### src/rtl/uart_tx_ctrl.sv
// rtl/uart_tx_ctrl.sv - 8N1 UART frame sequencer driven by a programmable bit-period counter
// Accepts one byte per valid/ready handshake and shifts it out LSB first on TX.

module uart_tx_ctrl #(
  parameter int DIV_WIDTH = 4,
  parameter int DATA_BITS = 8
) (
  input  logic                 CLKIN,
  input  logic                 RESET,
  input  logic [DIV_WIDTH-1:0] DIV,
  input  logic [DATA_BITS-1:0] DATA,
  input  logic                 VALID,
  output logic                 READY,
  output logic                 TX,
  output logic                 BUSY,
  output logic                 TICK
);

  localparam int IDX_W = (DATA_BITS > 1) ? $clog2(DATA_BITS) : 1;
  localparam logic [IDX_W-1:0] LAST_IDX = IDX_W'(DATA_BITS - 1);

  typedef enum logic [1:0] {
    S_IDLE,
    S_START,
    S_DATA,
    S_STOP
  } state_t;

  state_t               r_state;
  logic [DIV_WIDTH-1:0] r_cnt;
  logic [DIV_WIDTH-1:0] r_div;
  logic [IDX_W-1:0]     r_idx;
  logic [DATA_BITS-1:0] r_shift;
  logic                 r_tx;
  logic                 r_busy;
  logic                 r_ready;

  logic                 w_tick;
  logic                 w_last_bit;

  // Bit period ends when the counter reaches the divisor latched at acceptance.
  assign w_tick     = (r_state != S_IDLE) && (r_cnt == r_div);
  assign w_last_bit = (r_idx == LAST_IDX);

  assign READY = r_ready;
  assign TX    = r_tx;
  assign BUSY  = r_busy;
  assign TICK  = w_tick;

  always_ff @(posedge CLKIN) begin
    if (RESET) begin
      r_state <= S_IDLE;
      r_cnt   <= '0;
      r_div   <= '0;
      r_idx   <= '0;
      r_shift <= '0;
      r_tx    <= 1'b1;
      r_busy  <= 1'b0;
      r_ready <= 1'b1;
    end else begin
      if (r_state == S_IDLE) begin
        r_cnt <= '0;
      end else if (w_tick) begin
        r_cnt <= '0;
      end else begin
        r_cnt <= r_cnt + 1'b1;
      end

      case (r_state)
        S_IDLE: begin
          if (VALID && r_ready) begin
            r_shift <= DATA;
            r_div   <= DIV;
            r_idx   <= '0;
            r_state <= S_START;
            r_tx    <= 1'b0;
            r_busy  <= 1'b1;
            r_ready <= 1'b0;
          end
        end

        S_START: begin
          if (w_tick) begin
            r_idx   <= '0;
            r_state <= S_DATA;
            r_tx    <= r_shift[0];
          end
        end

        S_DATA: begin
          if (w_tick) begin
            r_shift <= r_shift >> 1;
            if (w_last_bit) begin
              r_state <= S_STOP;
              r_tx    <= 1'b1;
            end else begin
              r_idx <= r_idx + 1'b1;
              // Next bit is the one about to land in shift[0] after this shift.
              r_tx  <= r_shift[1];
            end
          end
        end

        S_STOP: begin
          if (w_tick) begin
            r_state <= S_IDLE;
            r_tx    <= 1'b1;
            r_busy  <= 1'b0;
            r_ready <= 1'b1;
          end
        end

        default: begin
          r_state <= S_IDLE;
          r_tx    <= 1'b1;
          r_busy  <= 1'b0;
          r_ready <= 1'b1;
        end
      endcase
    end
  end

endmodule

### config.mk
export PLATFORM = sky130hd
export DESIGN_NAME = uart_tx_ctrl
export DESIGN_NICKNAME = d
export VERILOG_FILES = /design/src/rtl/uart_tx_ctrl.sv
export SDC_FILE = /design/constraint.sdc
export NUM_CORES = 1
export LEC_CHECK = 0
export ABC_AREA = 1
export BUFFER_PORTS_ARGS = -buffer_cell sky130_fd_sc_hd__clkbuf_2
export CORE_UTILIZATION = 51
export DETAILED_ROUTE_END_ITERATION = 8
export PLACE_DENSITY = 0.73
export SYNTH_ARGS = -nofsm -noshare
export SYNTH_HDL_FRONTEND = slang
export SYNTH_SLANG_ARGS = --single-unit
### constraint.sdc
create_clock -name CLKIN -period 2.9 [get_ports CLKIN]
set_input_delay 0.58 -clock CLKIN [delete_from_list [all_inputs] [get_ports CLKIN]]
set_output_delay 0.58 -clock CLKIN [all_outputs]
set_load 0.02 [all_outputs]
Word level (Yosys, flattened, before mapping). Index checks and enable logic that the tools add are counted.

Register bits after elaboration: 24. Output and inout bits: 4. Word-level logic and storage cells: 59.

Add/subtract/negate cells: 2. Equality and inequality tests: 11. Muxes and demuxes: 24. Reductions and logical operators: 14.

Operator list (number): 8-bit 2-to-1 mux (2); 8-bit case mux with 2 select lines (1); 3-bit 2-to-1 mux (4); 2-bit 2-to-1 mux (5); 2-bit != test (second input constant) (5); 5-bit AND reduction (2); 3-bit case mux with 3 select lines (1); 2-bit case mux with 4 select lines (1); 1-bit 2-to-1 mux (7); 3-bit AND reduction (2); 2-bit nonzero test (3); 4-bit by 1-bit adder with 4-bit output (second input constant) (1); 2-bit == test (second input constant) (2); 4-bit == test (1); 1-bit case mux with 2 select lines (2); 1-bit case mux with 4 select lines (1); 4-bit AND reduction (1); 3-bit by 1-bit adder with 3-bit output (second input constant) (1); 3-bit == test (second input constant) (1); 3-bit nonzero test (1); 3-bit OR reduction (1); 2-bit by 1-bit == test with 1-bit output (second input constant) (1); 1-bit logical AND (2); 2-bit logical NOT (1); 2 further kinds (2).

Longest topological paths before layout.
Word-level depth: 4. Depth in mapped cells: 11.

Worst setup path after synthesis. Ideal clock, no wire load.

Path kind: flip-flop to output port. Start point: reg r_state[0]. End point: out TICK. Arrival: 1198 ps. Required time: 2320 ps. Path slack: 1122 ps. Cell stages (with the launch flop): 8. Path buffers: 0. Path through: dfxtp_1 -> inv_1 -> ha_1 -> inv_2 -> nand2_2 -> nor2_4 -> nand3_4 -> inv_1.

Longest elaborated chain between the ends: 2.

Ends and longest elaborated chain: from (decl) (RTL line 29) `state_t r_state;`; from (signal assigned) (RTL line 52) `r_state <= S_IDLE;`; from (signal assigned) (RTL line 75) `r_state <= S_START;`; from (signal assigned) (RTL line 85) `r_state <= S_DATA;`; 2-bit nonzero test (RTL line 42) `assign w_tick = (r_state != S_IDLE) && (r_cnt == r_div);`; 1-bit logical AND (RTL line 42); to (decl) (RTL line 16) `output logic TICK`.

No other way between the ends.

Worst setup path in the final report. Same ends and word-level chain as after synthesis.

==> out/results.ini <==
[run_status]
status=finished, violations left
failed_checks=design-rule violations

[setup_path]
path_common_cell=inv_1
required_ps=2320
slowest_stage=dfxtp_1
slowest_delay_ps=420
cp_max_fo=7
start_kind=flop
cp.arrival_ps=1780
crit_type=reg2out
rr_startpoint=r_state[0]$_SDFFE_PP0P_
critical_path_buf_inv_count=4
path_delay_family=buffers and inverters
crit_path_cell_trace=inv_1 -> ha_1 -> inv_2 -> nand2_2 -> nor2_4 -> nand3_4 -> inv_1 -> clkbuf_2
critical_path.startpoint=r_state[0]$_SDFFE_PP0P_
endpoint_kind=output port

[route]
wirelength_um=2670
final_antenna_net_count=0
top_layer=met4
first_pass_iters=6
wl_per_cell_um=11.3
drtIter0Drc=25
viasPerCell=5.20
drc=1
dr_wl_met2_um=1330
met3WireLength_um=115
vias=1221
met1_length_um=1180

[cells_and_area]
drive_gt1_share_pct=16.6
layout_common_cells=nand2_1, dfxtp_1, inv_1
final_common_cell=nand2_1
num-fill-cells=249
diodes=0
area_growth_pct=9.54
nets=230

[hold_path]
hold_path.startpoint=TX$_SDFFE_PP1P_
hp-class=reg2reg

[yosys]
synth_mux_area_share_pct=0
synth_cells=188
seq_area_frac_synth_pct=36.6
synth_cell_types=26
avgSynthCellArea_um2=6.97
yosys.area_share.simple_pct=36.3
synth_area_um2=1310
synth_fa_ha_area_share_pct=7.63
synth_top_family_by_area=simple AND/OR/NAND/NOR gates
synth-compound-area-share_pct=8.68
syn-num-nets=211
ys_ff_latch=24
ys_warn_count=0
synth_xor_area_share_pct=2.00

[timing]
tns_ps=0
fin_skew_ps=7.34
worst_pin_slew_ps=599
timing.fmax_mhz=424
relSlewSlack_pct=60.0
hold_viol_final=0
post-route-period-util_pct=81.4
final.setup.worst_slack_ps=541
period_minus_slack_ps=2360
rsz0062_at_grt=false
slew_violations=0
setup-violations-final=0

[global_route]
grt_pass1_wl_um=4430
grt_overflow=0
antenna_found_initial=0
grt_pass1_vias=1093
grt_max_degree=17
track_usage_pct=21.6

[power]
ir_worst_vdd_mv=0.491
p_leak_uw=0.000706
power_density_nw_per_um2=978

[cts]
post_cts_buffers=0
cts-hold-fix-buffers=0
cts_resized=0
h-tree-depth=1
clk_pin_slew_ps=110
cts_buffers=3
clkLatencyLatePin_ps=310
cts_tree=yes
cts_root_buffer=clkbuf_4
cts_sinks=24
cts_max_path_buffers=2

[flow_run]
drv_cap=0

[placement]
port_buffers=18
gp_congestion=0.799
dp_hpwl_um=2040
post-place-ws_ps=813

[die]
initial_core_util_pct=53.4
die_h_um=52.7
die_w_um=52.7
coreArea_um2=2450
fp-row-count=18
ios=19
die_area_um2=2780

==> Yosys cell counts <==
| library cell | number | area share, % |
|---|---|---|
| nand2_1 | 59 | 17 |
| dfxtp_1 | 24 | 37 |
| inv_1 | 20 | 5.7 |
| nor2_1 | 14 | 4.0 |
| a21oi_1 | 13 | 5.0 |
| nand3_1 | 12 | 4.6 |
| ha_1 | 8 | 7.6 |
| nand4_1 | 7 | 3.3 |
| o21ai_0 | 6 | 2.3 |
| nand2_2 | 3 | 1.4 |
| nor2_2 | 3 | 1.4 |
| buf_2 | 2 | 0.76 |
| clkinv_1 | 2 | 0.57 |
| inv_2 | 2 | 0.57 |
| xnor2_1 | 2 | 1.3 |
| a31oi_1 | 1 | 0.48 |
| buf_6 | 1 | 0.86 |
| clkbuf_1 | 1 | 0.29 |
| nand2_4 | 1 | 0.86 |
| nand3_2 | 1 | 0.76 |
| nand3_4 | 1 | 1.3 |
| nor2_4 | 1 | 0.86 |
| nor3_2 | 1 | 0.76 |
| o211ai_1 | 1 | 0.57 |
| o21ai_1 | 1 | 0.38 |
| xor2_1 | 1 | 0.67 |
==> state kept, by name, indices dropped and copies added, names as in the netlist <==
signal,flops
r_shift,8
TX,1
r_cnt,4
r_idx,3
BUSY,1
READY,1
r_state,2
r_div,4
==> kinds of logic after synthesis <==
logic type | Yosys count
flops | 24
compound gates | 22
fa+ha+maj | 8
simple gates | 103
buf+inv | 28
xor+xnor | 3
==> report_power, final <==
part / switching, µW / internal [µW] / leakage [µW]
registers: 70.1 / 438 / 0.000197
clock network: 91.9 / 48.6 / 0.0000138
logic: 496 / 260 / 0.000495
==> path summary, 6_finish.rpt <==
path	end	slack [ps]	depth (start not counted)
max reg2reg	r_state[1]$_SDFFE_PP0P_	790	9
max	TICK	540	8
min reg2reg	TX$_SDFFE_PP1P_	470	2
min	TX$_SDFFE_PP1P_	470	2
==> cell type report <==
type                       count  area (µm²)  area share, %
clock buffer                   3        22.5           1.57
inverter                      24        90.1           6.27
multi-input combinational    136         716           49.8
sequential                    24         480           33.4
tap                           30        37.5           2.61
timing repair buffer          18        90.1           6.27
==> routing by layer <==
metal / up-vias / global-route usage, %
met3: 4 / 2.61
met5: - / 0
met1: 547 / 24.5
met2: 33 / 40.1
li1: 637 / -
met4: 0 / 8.33
==> per-stage QoR <==
| stage | hold WS [ps] | total power, µW | cell area [µm²] | util (%) | std cells |
|---|---|---|---|---|---|
| floorplan | 435 | 1110 | 1310 | - | 188 |
| global placement | 451 | 1240 | 1410 | 57.6 | 232 |
| detailed placement | 449 | 1270 | 1410 | 57.6 | 232 |
| CTS | 474 | 1410 | 1440 | 58.5 | 235 |
| global route | 494 | 1540 | 1440 | 58.5 | 235 |
| finish | 473 | 1410 | 1440 | 58.5 | 235 |
==> tightest hold or removal path, cell delays in order, from the launching register on <==
cell     delay (ps)
dfxtp_1         350
nand2_1          50
nand3_1          50
(Power assumes the default switching activity.)
